<file path="config.mk">
export PLATFORM = sky130hd
export DESIGN_NAME = pkt_assembler_mc_flat
export DESIGN_NICKNAME = d
export VERILOG_FILES = /design/src/rtl/pkt_assembler_mc_pkg.sv /design/src/rtl/pkt_assembler_mc_if.sv /design/src/rtl/pkt_assembler_mc_fifo.sv /design/src/rtl/pkt_assembler_mc.sv /design/src/flat_wrapper.sv
export SDC_FILE = /design/constraint.sdc
export NUM_CORES = 1
export LEC_CHECK = 0
export ABC_AREA = 1
export ABC_CLOCK_PERIOD_IN_PS = 9570
export CORE_UTILIZATION = 25
export DETAILED_ROUTE_END_ITERATION = 16
export GPL_ROUTABILITY_DRIVEN = 0
export HOLD_SLACK_MARGIN = 0.12
export PLACE_DENSITY = 0.47
export SLEW_MARGIN = 0
export SYNTH_ARGS = -nofsm -noshare
export SYNTH_HDL_FRONTEND = slang
export SYNTH_HIERARCHICAL = 1
export SYNTH_SLANG_ARGS = --single-unit
</file>
<file path="constraint.sdc">
create_clock -name clk -period 9.57 [get_ports clk]
set_input_delay 1.4355 -clock clk [delete_from_list [all_inputs] [get_ports clk]]
set_output_delay 1.4355 -clock clk [all_outputs]
set_load 0.01 [all_outputs]
</file>
<file path="src/rtl/pkt_assembler_mc_pkg.sv">
// Shared packet layout, header bit positions and parity helper for the
// multi-channel multicast packet assembler.
package pkt_assembler_pkg;

  localparam int PACKET_BITS    = 72;
  localparam int HDR_PARITY_BIT = 0;
  localparam int HDR_PLD_BIT    = 1;
  localparam int KEY_LSB        = 8;
  localparam int PLD_LSB        = 40;

  typedef struct packed {
    logic [31:0] pld;
    logic [31:0] key;
    logic [7:0]  hdr;
  } pkt_t;

  // Parity bit that gives the whole 72-bit packet odd population; hdr[0] is ignored.
  function automatic logic pkt_parity(input pkt_t p);
    return ~(^p.key ^ ^p.pld ^ ^p.hdr[7:1]);
  endfunction

endpackage

</file>
<file path="src/rtl/pkt_assembler_mc_if.sv">
// Event-in / packet-out handshake bundle for pkt_assembler_mc.
interface pkt_assembler_mc_if
  import pkt_assembler_pkg::*;
#(
  parameter int NUM_CHANNELS = 4
) ();

  logic [NUM_CHANNELS-1:0][31:0] evt_data_in;
  logic [NUM_CHANNELS-1:0]       evt_vld_in;
  logic [NUM_CHANNELS-1:0]       evt_rdy_out;
  logic [PACKET_BITS-1:0]        pkt_data_out;
  logic                          pkt_vld_out;
  logic                          pkt_rdy_in;

  modport slave (
    input  evt_data_in, evt_vld_in, pkt_rdy_in,
    output evt_rdy_out, pkt_data_out, pkt_vld_out
  );

  modport master (
    output evt_data_in, evt_vld_in, pkt_rdy_in,
    input  evt_rdy_out, pkt_data_out, pkt_vld_out
  );

endinterface

</file>
<file path="src/rtl/pkt_assembler_mc_fifo.sv">
// Synchronous valid/ready FIFO; the head is presented straight from storage
// registers, and a push into a full FIFO is accepted when a pop happens too.
module pkt_fifo #(
  parameter int WIDTH = 72,
  parameter int DEPTH = 4
) (
  input  logic             clk,
  input  logic             reset_n,
  input  logic [WIDTH-1:0] in_data,
  input  logic             in_vld,
  output logic             in_rdy,
  output logic [WIDTH-1:0] out_data,
  output logic             out_vld,
  input  logic             out_rdy
);

  localparam int AW = (DEPTH > 1) ? $clog2(DEPTH) : 1;

  logic [WIDTH-1:0] mem_q [DEPTH];
  logic [AW-1:0]    wr_ptr_q, rd_ptr_q;
  logic [AW:0]      count_q;
  logic             push, pop;

  assign out_vld  = (count_q != '0);
  assign out_data = mem_q[rd_ptr_q];
  assign pop      = out_vld && out_rdy;
  assign in_rdy   = (count_q != (AW+1)'(DEPTH)) || out_rdy;
  assign push     = in_vld && in_rdy;

  // NOTE: non-blocking assignments in clocked blocks keep every register
  // sampling pre-edge values, independent of statement order.
  always_ff @(posedge clk or negedge reset_n) begin
    if (!reset_n) begin
      // NOTE: storage is reset so the head word reads 0 out of reset.
      for (int i = 0; i < DEPTH; i++) mem_q[i] <= '0;
      wr_ptr_q <= '0;
      rd_ptr_q <= '0;
      count_q  <= '0;
    end else begin
      if (push) begin
        mem_q[wr_ptr_q] <= in_data;
        wr_ptr_q        <= wr_ptr_q + 1'b1;
      end
      if (pop) rd_ptr_q <= rd_ptr_q + 1'b1;
      case ({push, pop})
        2'b10:   count_q <= count_q + 1'b1;
        2'b01:   count_q <= count_q - 1'b1;
        default: count_q <= count_q;
      endcase
    end
  end

endmodule

</file>
<file path="src/rtl/pkt_assembler_mc.sv">
// Multi-channel event-to-packet assembler: per-channel holding registers,
// round-robin arbiter, key mapper, output FIFO. Optional macro PKT_ASSEMBLER_TSTAMP_EN.
module pkt_assembler_mc
  import pkt_assembler_pkg::*;
#(
  parameter int NUM_CHANNELS = 4,
  parameter int NUM_MREGS    = 4,
  parameter int FIFO_DEPTH   = 4
) (
  input  logic                                   clk,
  input  logic                                   reset_n,
  input  logic [NUM_CHANNELS-1:0][31:0]          mp_key_in,
  input  logic [NUM_CHANNELS*NUM_MREGS-1:0][31:0] field_msk_in,
  input  logic [NUM_CHANNELS*NUM_MREGS-1:0][4:0]  field_sft_in,
  pkt_assembler_mc_if.slave                      bus,
  output logic [31:0]                            pkt_cnt_out
);

  localparam int CH_W = (NUM_CHANNELS > 1) ? $clog2(NUM_CHANNELS) : 1;

  logic [NUM_CHANNELS-1:0][31:0] hold_data_q;
  logic [NUM_CHANNELS-1:0]       full_q, grant, accept;
  logic [CH_W-1:0]               ptr_q, gnt_idx;
  logic                          gnt_vld, push, fifo_in_rdy;
  logic [31:0]                   key;
  pkt_t                          pkt;

  function automatic logic [CH_W-1:0] rr_idx(input logic [CH_W-1:0] p, input int off);
    return CH_W'((int'(p) + off) % NUM_CHANNELS);
  endfunction

  // Walk from farthest to nearest so the channel right after the pointer wins.
  always_comb begin
    // NOTE: defaults first so no path through this block infers a latch.
    gnt_vld = 1'b0;
    gnt_idx = ptr_q;
    for (int i = NUM_CHANNELS; i >= 1; i--) begin
      if (full_q[rr_idx(ptr_q, i)]) begin
        gnt_vld = 1'b1;
        gnt_idx = rr_idx(ptr_q, i);
      end
    end
  end

  assign push = gnt_vld && fifo_in_rdy;

  always_comb begin
    grant = '0;
    if (push) grant[gnt_idx] = 1'b1;
  end

  assign bus.evt_rdy_out = ~full_q | grant;
  assign accept          = bus.evt_vld_in & bus.evt_rdy_out;

  always_ff @(posedge clk or negedge reset_n) begin
    if (!reset_n) begin
      full_q      <= '0;
      hold_data_q <= '0;
      ptr_q       <= CH_W'(NUM_CHANNELS - 1);
    end else begin
      for (int c = 0; c < NUM_CHANNELS; c++) begin
        if (accept[c]) begin
          full_q[c]      <= 1'b1;
          hold_data_q[c] <= bus.evt_data_in[c];
        end else if (grant[c]) begin
          full_q[c] <= 1'b0;
        end
      end
      if (push) ptr_q <= gnt_idx;
    end
  end

`ifdef PKT_ASSEMBLER_TSTAMP_EN
  logic [31:0]                   tstamp_q;
  logic [NUM_CHANNELS-1:0][31:0] hold_ts_q;

  always_ff @(posedge clk or negedge reset_n) begin
    if (!reset_n) begin
      tstamp_q  <= '0;
      hold_ts_q <= '0;
    end else begin
      tstamp_q <= tstamp_q + 32'd1;
      for (int c = 0; c < NUM_CHANNELS; c++)
        if (accept[c]) hold_ts_q[c] <= tstamp_q;
    end
  end
`endif

  always_comb begin
    key = mp_key_in[gnt_idx];
    for (int m = 0; m < NUM_MREGS; m++)
      key = key | ((hold_data_q[gnt_idx] & field_msk_in[int'(gnt_idx)*NUM_MREGS + m])
                   >> field_sft_in[int'(gnt_idx)*NUM_MREGS + m]);
    pkt     = '0;
    pkt.key = key;
`ifdef PKT_ASSEMBLER_TSTAMP_EN
    pkt.pld              = hold_ts_q[gnt_idx];
    pkt.hdr[HDR_PLD_BIT] = 1'b1;
`endif
    pkt.hdr[HDR_PARITY_BIT] = pkt_parity(pkt);
  end

  pkt_fifo #(
    .WIDTH (PACKET_BITS),
    .DEPTH (FIFO_DEPTH)
  ) u_fifo (
    .clk      (clk),
    .reset_n  (reset_n),
    .in_data  (pkt),
    .in_vld   (gnt_vld),
    .in_rdy   (fifo_in_rdy),
    .out_data (bus.pkt_data_out),
    .out_vld  (bus.pkt_vld_out),
    .out_rdy  (bus.pkt_rdy_in)
  );

  always_ff @(posedge clk or negedge reset_n) begin
    if (!reset_n) pkt_cnt_out <= '0;
    else if (bus.pkt_vld_out && bus.pkt_rdy_in) pkt_cnt_out <= pkt_cnt_out + 32'd1;
  end

endmodule

</file>
<file path="src/flat_wrapper.sv">
// flat-port wrapper written by rule: the top's interface ports become plain ports
module pkt_assembler_mc_flat import pkt_assembler_pkg::*;
#(
  parameter int NUM_CHANNELS = 4,
  parameter int NUM_MREGS    = 4,
  parameter int FIFO_DEPTH   = 4
)
  (clk, reset_n, mp_key_in, field_msk_in, field_sft_in, pkt_cnt_out, bus_evt_data_in, bus_evt_vld_in, bus_pkt_rdy_in, bus_evt_rdy_out, bus_pkt_data_out, bus_pkt_vld_out);
  pkt_assembler_mc_if #(.NUM_CHANNELS(NUM_CHANNELS)) bus_i ();
  input  logic clk;
  input  logic reset_n;
  input  logic [NUM_CHANNELS-1:0][31:0] mp_key_in;
  input  logic [NUM_CHANNELS*NUM_MREGS-1:0][31:0] field_msk_in;
  input  logic [NUM_CHANNELS*NUM_MREGS-1:0][4:0] field_sft_in;
  output logic [31:0] pkt_cnt_out;
  input wire logic [$bits(bus_i.evt_data_in)-1:0] bus_evt_data_in;
  input wire logic [$bits(bus_i.evt_vld_in)-1:0] bus_evt_vld_in;
  input wire logic [$bits(bus_i.pkt_rdy_in)-1:0] bus_pkt_rdy_in;
  output wire logic [$bits(bus_i.evt_rdy_out)-1:0] bus_evt_rdy_out;
  output wire logic [$bits(bus_i.pkt_data_out)-1:0] bus_pkt_data_out;
  output wire logic [$bits(bus_i.pkt_vld_out)-1:0] bus_pkt_vld_out;
  assign bus_i.evt_data_in = bus_evt_data_in;
  assign bus_i.evt_vld_in = bus_evt_vld_in;
  assign bus_i.pkt_rdy_in = bus_pkt_rdy_in;
  assign bus_evt_rdy_out = bus_i.evt_rdy_out;
  assign bus_pkt_data_out = bus_i.pkt_data_out;
  assign bus_pkt_vld_out = bus_i.pkt_vld_out;
  pkt_assembler_mc #(.NUM_CHANNELS(NUM_CHANNELS), .NUM_MREGS(NUM_MREGS), .FIFO_DEPTH(FIFO_DEPTH)) u_core (.clk(clk), .reset_n(reset_n), .mp_key_in(mp_key_in), .field_msk_in(field_msk_in), .field_sft_in(field_sft_in), .bus(bus_i), .pkt_cnt_out(pkt_cnt_out));
endmodule
</file>
==> results.txt, run 1 <==
* Outcome: finished, final reports clean
* First-pass GRT wire length: 325 mm
- The root buffer cell chosen for the clock tree is clkbuf_16.
* Total standard cell area after synthesis: ~37000 µm²
- Number of flops mapped to enable cells by yosys: 0
* Number of antenna violations at the first check in global routing: 58
- The die covers ~150000 µm².
* Count of buffers from port buffering: 963
- Timing-limited maximum frequency: 0.136 GHz
- Using the TritonRoute via totals, the vias-per-cell ratio works out to 5.21.
* Main flop type after synthesis: dfrtp_1
- The H-tree was split into 2 levels.
* Compound-gate portion of the synthesized area: roughly 5.2%
- Data on the critical path is required at its endpoint by 10.19 ns.
* Later-pin clock latency in the skew report: 0.70 ns
- Pin count of the biggest net entering global routing: 197
* Die X: slightly below 400 µm
* Total core area: between 100000 and 150000 µm²
* Share of the synthesized netlist area taken by xor and xnor gates: 0.796%
- Across the run, the number of max-cap violations was 0.
- For the pin with the worst max-slew slack, the measured transition is 1.28 ns.
* Routed Wire Length: roughly 230 mm
- After clock tree synthesis, the repair step resized 0 gates.
- The number of global-route vias before repair was 43400.
- Relative to the synthesized area, the layout overhead comes to 34.2%.
* Clock tree sinks: 461
* Remaining number of nets flagged by the antenna check after routing: 0
* Share of post-route cells with drive strength above 1: 5.48%
- # setup viols final: 0
* Slew headroom: 14.2%
- After clock tree synthesis, the flow added hold-fix buffers numbering 0.
* Die Y: ~400 µm
- Post-detail-place hpwl: 178 mm
* Post-CTS Setup Repair Bufs: 0
- Number of instances in the synthesized netlist: between 5000 and 6000
- Arrival @ worst endpoint: roughly 8 ns
* Final number of hold-violating endpoints: 0
* Initial Util: 25.3%
- Synthesis inferred ~460 register bits.
- Unrepaired setup endpoints after global routing: no
- Total clock buffers created by CTS: 57
- Initial detailed-routing violation count: 5163
- STA classifies the critical path startpoint as a flop.
- Across every metal layer, demand over resource in global routing totals 29.7%.
- By area, the combinational part of the netlist is dominated by simple AND/OR/NAND/NOR gates.
* Cell area after placement: 48300 µm²
- Count of unique library cells instantiated by Yosys: 51
- Worst hold slack across all endpoints: 0.464 ns
* Tightest Hold Check Type: flop to flop
* Minimum clock period after layout: 7.35 ns
* Sequential cell area fraction in the yosys report: ~31%
* TNS Setup: 0 ns
* Post-Synth Simple-Gate Area: 50.4%
- Largest stage delay, worst path: a little under 0.9 ns
- During synthesis, Yosys emitted a total of 6 warnings.
* Clock tree from TritonCTS: built
- In the finished design, the share of the clock period the worst path needs comes to roughly 77%.
- STA classifies the critical path endpoint as a flop.
- Number of top-level design ports: between 900 and 1000
- Most used cell along the critical path: nand2_1
- Pins Over Slew Limit: 0
* Synthesized-area fraction occupied by adder cells: 0.254%
- Before CTS, the worst setup slack after placement is between 2 and 2.5 ns.
* Mux share of post-synthesis cell area: 3.55%
- Setup slack on the critical path of the routed design comes to about 2.2 ns.
- In the synthesized netlist the async set-or-reset flop fraction comes to 100%.
- DRC violation count after routing: 0
* # nets final: 7550
* Final Skew: between 0.03 and 0.04 ns
- Of all nets on the critical path, the largest fanout is 61.
- Global routing finished with a remaining overflow of 0.
- The setup path with the least slack is of type flop to flop.
* Worst-path clk slew: approximately 0.06 ns
- After floorplanning, the core was divided into 141 placement rows.
- The detailed router placed 45300 vias in this run.
- TritonRoute pass-1 iters: 7
- On the critical path, the stage with the largest delay is an instance of inv_1.
- After routing the design area is about 50000 µm².
- Largest buffer count on any clock path: 3
- After synthesis, the mean cell area works out to about 6.4 µm².
* Wire length per cell: 26.7 µm
## critical path: cells and delay by family (launching register included)
kind / cells / cell delay, ns
simple gates: 29 / 4.40
buf+inv: 5 / 2.04
flops: 1 / 0.70
## per-stage QoR
stage	cells	util, %
final	8688	33.9
after global routing	8683	33.9
after CTS	8660	33.8
after detailed placement	8559	32.6
after global placement	8559	32.6
after floorplan	6030	-
## metal layers
layer	global-route usage [%]	share of wire (%)	vias to the layer above
met3	5.64	7.4	438
met2	50.0	48	2148
met4	15.6	5.8	22
met1	35.8	39	21500
li1	-	-	21100
met5	0	0.062	-
## kinds of logic after synthesis
kind of cell             after synthesis
buffers and inverters                653
AND/OR/NAND/NOR                     4277
multiplexers                         118
XOR/XNOR                              34
other                                  1
AO/OA/AOI/OAI                        324
adder cells (fa/ha/maj)                7
flip-flops                           461
## flip-flops by register name, summed over array words and instances, names as in the netlist
| register | cells |
|---|---|
| u_core/full_q | 4 |
| u_core/hold_data_q | 128 |
| u_core/pkt_cnt_out | 32 |
| u_core/ptr_q | 2 |
| u_core/u_fifo/count_q | 3 |
| u_core/u_fifo/mem_q | 288 |
| u_core/u_fifo/rd_ptr_q | 2 |
| u_core/u_fifo/wr_ptr_q | 2 |
## placed cells by master (no fill, tap or decap), types with 27 or more instances in the layout
cell type	count
clkbuf_16	57
nor2_1	330
a221oi_1	27
inv_1	190
a22o_1	28
nand3_1	1145
nand2_1	2347
mux2_2	117
dfrtp_1	457
buf_4	67
nand3b_1	49
conb_1	156
o22ai_1	72
nand4_1	336
clkdlybuf4s50_1	962
diode_2	28
o21ai_0	160
## area by class of cell
type / count / area (µm²)
Clock inverter: 11 / 143
Tap cell: 1930 / 2410
Timing Repair Buffer: 1033 / 10200
Sequential cell: 461 / 11500
Inverter: 219 / 833
Fill cell: 16300 / 98000
Multi-Input combinational cell: 4916 / 23300
Antenna cell: 28 / 70.1
Clock buffer: 90 / 1730
## cell usage after synthesis, drive strengths merged (49+ instances only)
library cell  instances  area, µm²
nand4               336       2100
dfrtp               459      11500
clkbuf               85        319
mux2                117       1320
inv                 218        823
nand3              1155       5880
buf                 349       2190
nand2              2366       8970
nand3b               49        368
nor2                347       1370
o22ai                72        450
o21ai               167        843
## worst paths after layout
| path | cells past startpoint | start | slack (ns) | to |
|---|---|---|---|---|
| worst min register to register | 2 | u_core/u_fifo/mem_q[152]$_DFFE_PN0P_ | 0.46 | u_core/u_fifo/mem_q[152]$_DFFE_PN0P_ |
| min in group asynchronous | 1 | reset_n | 0.78 | u_core/pkt_cnt_out[28]$_DFFE_PN0P_ |
| worst max-delay path | 34 | u_core/ptr_q[0]$_DFFE_PN1P_ | 2.22 | u_core/u_fifo/mem_q[144]$_DFFE_PN0P_ |
| max in group asynchronous | 3 | reset_n | 6.62 | u_core/u_fifo/mem_q[224]$_DFFE_PN0P_ |
| worst max register to register | 34 | u_core/ptr_q[0]$_DFFE_PN1P_ | 2.22 | u_core/u_fifo/mem_q[144]$_DFFE_PN0P_ |
| worst min-delay path | 2 | u_core/u_fifo/mem_q[152]$_DFFE_PN0P_ | 0.46 | u_core/u_fifo/mem_q[152]$_DFFE_PN0P_ |
Power of run 1 is left out: the tool's default activity adds up to more than one toggle a clock period on the data nets, which glitch-free logic cannot reach.
==> run 2: changes to the inputs <==
- ABC_CLOCK_PERIOD_IN_PS: 9570 -> 7300
- clock period: 9.57 -> 7.3 ns (I/O delays scaled with it)
==> run 2 against run 1 <==
Final area grew 0.37%. Die area is the same. Clock-buffer cell count shrank 11. Worst setup slack lost 1.3 ns. Hold slack lost 0.17 ns. Sequential share of layout area shrank 0.086 points. Clock skew grew 0.0021 ns. Utilization grew 0.13 points. Register-to-register slack lost 1.3 ns. Cell count is essentially flat.
==> results.txt, run 2 (same netlist as run 1, synthesis figures left out) <==
- The flow ran to the end, and the final reports show no timing, DRC or antenna violations.
- Data required time at the worst endpoint: 7.88 ns (-2.31 ns)
- Setup repair after global routing left no endpoint under its margin.
* Leading cell type in the layout, fill and taps excluded: nand2_1
- Combined global-route utilization of all metal layers: 29.6% (-0.12 points)
* Initial Util: 25.3% (unchanged)
* Top Registers: u_core/u_fifo/mem_q: 288 flops, u_core/hold_data_q: 128 flops, u_core/pkt_cnt_out: 32 flops
* Per-cell via count in the routed design: 5.20 (-0.26%)
- The post-detailed-route wirelength per cell was 26.7 µm (-0.30%).
* TritonRoute pass-1 iters: 7 (unchanged)
* # setup viols final: 0 (unchanged)
- Pins Over Slew Limit: 0 (unchanged)
- The worst-path maximum fanout came to 54 (-11%).
* Total number of vias: 45200 (-0.20%)
- The largest net degree at the start of global routing was 176 (-11%).
- In this design, the largest share of critical-path delay is due to simple AND/OR/NAND/NOR gates.
- The count of maximum capacitance violations came to 0 (unchanged).
* Clock tree from TritonCTS: built
- Total core area: 148000 µm² (unchanged)
- Worst Path Class, Setup: flop to flop
- The total of fill cells in the finished design is 16400 (+0.45%).
- The iteration-0 DRC count of the detailed router came to 5314 (+2.9%).
- Startpoint types: flop
* Period utilization: 88.0% (+11 points)
* Layout overhead on the synthesized area: 34.7%
- The TritonCTS buffer count was 57 (unchanged).
- Post-CTS Setup Repair Bufs: 0 (unchanged)
- Commonest cells after routing, fill and taps aside: nand2_1 (2347), nand3_1 (1145), clkdlybuf4s50_1 (962)
- The post-cts hold buffer count came to 0 (unchanged).
- Count of buffer and inverter cells on the critical path: 5 (unchanged)
- The sink count of the clock tree came to 461 (unchanged).
* Timing-limited maximum frequency: 0.156 GHz (+14%)
- DRC violation count after routing: 0 (unchanged)
- Number of top-level design ports: 964 (unchanged)
* Largest buffer count on any clock path: 3 (unchanged)
- STA classifies the critical path endpoint as a flop.
- The vertical extent of the die was 389 µm (unchanged).
- The peak per-stage delay on the critical path came to 0.77 ns (-0.12 ns).
* Total grt overflow: 0 (unchanged)
* Root Buffer Master: clkbuf_16
- The largest clock skew in the final design was 0.0418 ns (+0.00211 ns).
- The min-delay analysis places its worst path in the category primary input to asynchronous set/reset pin.
- Share of post-route cells with drive strength above 1: 5.63% (+0.14 points)
- Die outline area: 151000 µm² (unchanged)
- Count of buffers from port buffering: 963 (unchanged)
* Total of cells resized after clock tree synthesis: 0 (unchanged)
- The number of antenna violations at the first check in global routing came to 50 (-14%).
- Number of flip-flops under the largest register name: 288 (unchanged)
- The transition time at the pin with the least slew margin came to 1.22 ns (-0.0622 ns).
- Counting flops per register, the top entry is u_core/u_fifo/mem_q.
- The critical path data arrival time came to 7.00 ns (-0.97 ns).
* Worst-path clk slew: 0.06 ns (about the same)
* Minimum clock period after layout: 6.42 ns (-0.928 ns)
- The setup TNS after final layout came to 0 ns (unchanged).
* Routed Wire Length: 232 mm (-0.25%)
- Maximum level of the CTS H-tree: 2 (unchanged)
- The number of global-route vias before repair was 42800 (-1.3%).
* Die X: 389 µm (unchanged)
- Final number of hold-violating endpoints: 0 (unchanged)
- # nets final: 7553 (+0.040%)
- The site row count came to 141 (unchanged).
* Slowest cell on the critical path: inv_1
- In this design, the critical path's most frequently occurring cell is nand2_1.
- First-pass GRT wire length: 323 mm (-0.43%)
* Remaining number of nets flagged by the antenna check after routing: 0 (unchanged)
* Later-pin clock latency in the skew report: 0.69 ns (about the same)
* Slew headroom: 18.6% (+4.4 points)
* Post-detail-place hpwl: 178 mm (about the same)
## run 2: cell count changes in the layout (fill, tap and decap cells not counted)
| cell | before | now |
|---|---|---|
| buf_12 | 3 | 10 |
| clkinv_2 | 5 | 15 |
| diode_2 | 28 | 27 |
| clkbuf_1 | 15 | 11 |
| buf_4 | 67 | 63 |
| bufinv_16 | 0 | 5 |
| clkbuf_8 | 18 | 11 |
| inv_6 | 3 | 2 |
## run 2: area by class of cell
class	count	area, µm²	area share [%]
Multi-Input combinational cell	4916	23300	46.2
Inverter	219	833	1.65
Clock inverter	25	334	0.663
Tap cell	1930	2410	4.79
Clock buffer	79	1620	3.21
Timing Repair Buffer	1036	10300	20.5
Sequential cell	461	11500	22.9
Antenna cell	27	67.6	0.134
## run 2: path summary, 6_finish.rpt
path	from	end	cells after the start	slack (ns)
max	u_core/ptr_q[0]$_DFFE_PN1P_	u_core/u_fifo/mem_q[144]$_DFFE_PN0P_	30	0.88
min	reset_n	u_core/u_fifo/count_q[0]$_DFFE_PN0P_	1	0.30
max reg2reg	u_core/ptr_q[0]$_DFFE_PN1P_	u_core/u_fifo/mem_q[144]$_DFFE_PN0P_	30	0.88
min reg2reg	u_core/u_fifo/mem_q[154]$_DFFE_PN0P_	u_core/u_fifo/mem_q[154]$_DFFE_PN0P_	2	0.46
max in group asynchronous	reset_n	u_core/full_q[0]$_DFFE_PN0P_	2	5.63
min in group clk	u_core/u_fifo/mem_q[154]$_DFFE_PN0P_	u_core/u_fifo/mem_q[154]$_DFFE_PN0P_	2	0.46
## run 2: per-layer routing
layer,vias up,GRT usage [%],share of wire (%)
li1,21200,-,-
met3,430,5.24,7.0
met5,-,0,0.045
met1,21500,36.3,40
met4,16,16.4,6.0
met2,2073,48.9,47
## run 2: through the flow
step | std cells | hold WS [ns] | setup slack [ns] | util (%) | instance area (µm²)
floorplan | 6030 | 0.437 | 3.73 | - | 38000
global placement | 8562 | 0.448 | 0.964 | 32.6 | 48400
detailed placement | 8562 | 0.453 | 0.929 | 32.6 | 48400
CTS | 8666 | 0.272 | 0.997 | 34.0 | 50300
global route | 8686 | 0.294 | 0.504 | 34.0 | 50400
finish | 8693 | 0.298 | 0.879 | 34.0 | 50400
Power of run 2 is left out for the same reason.
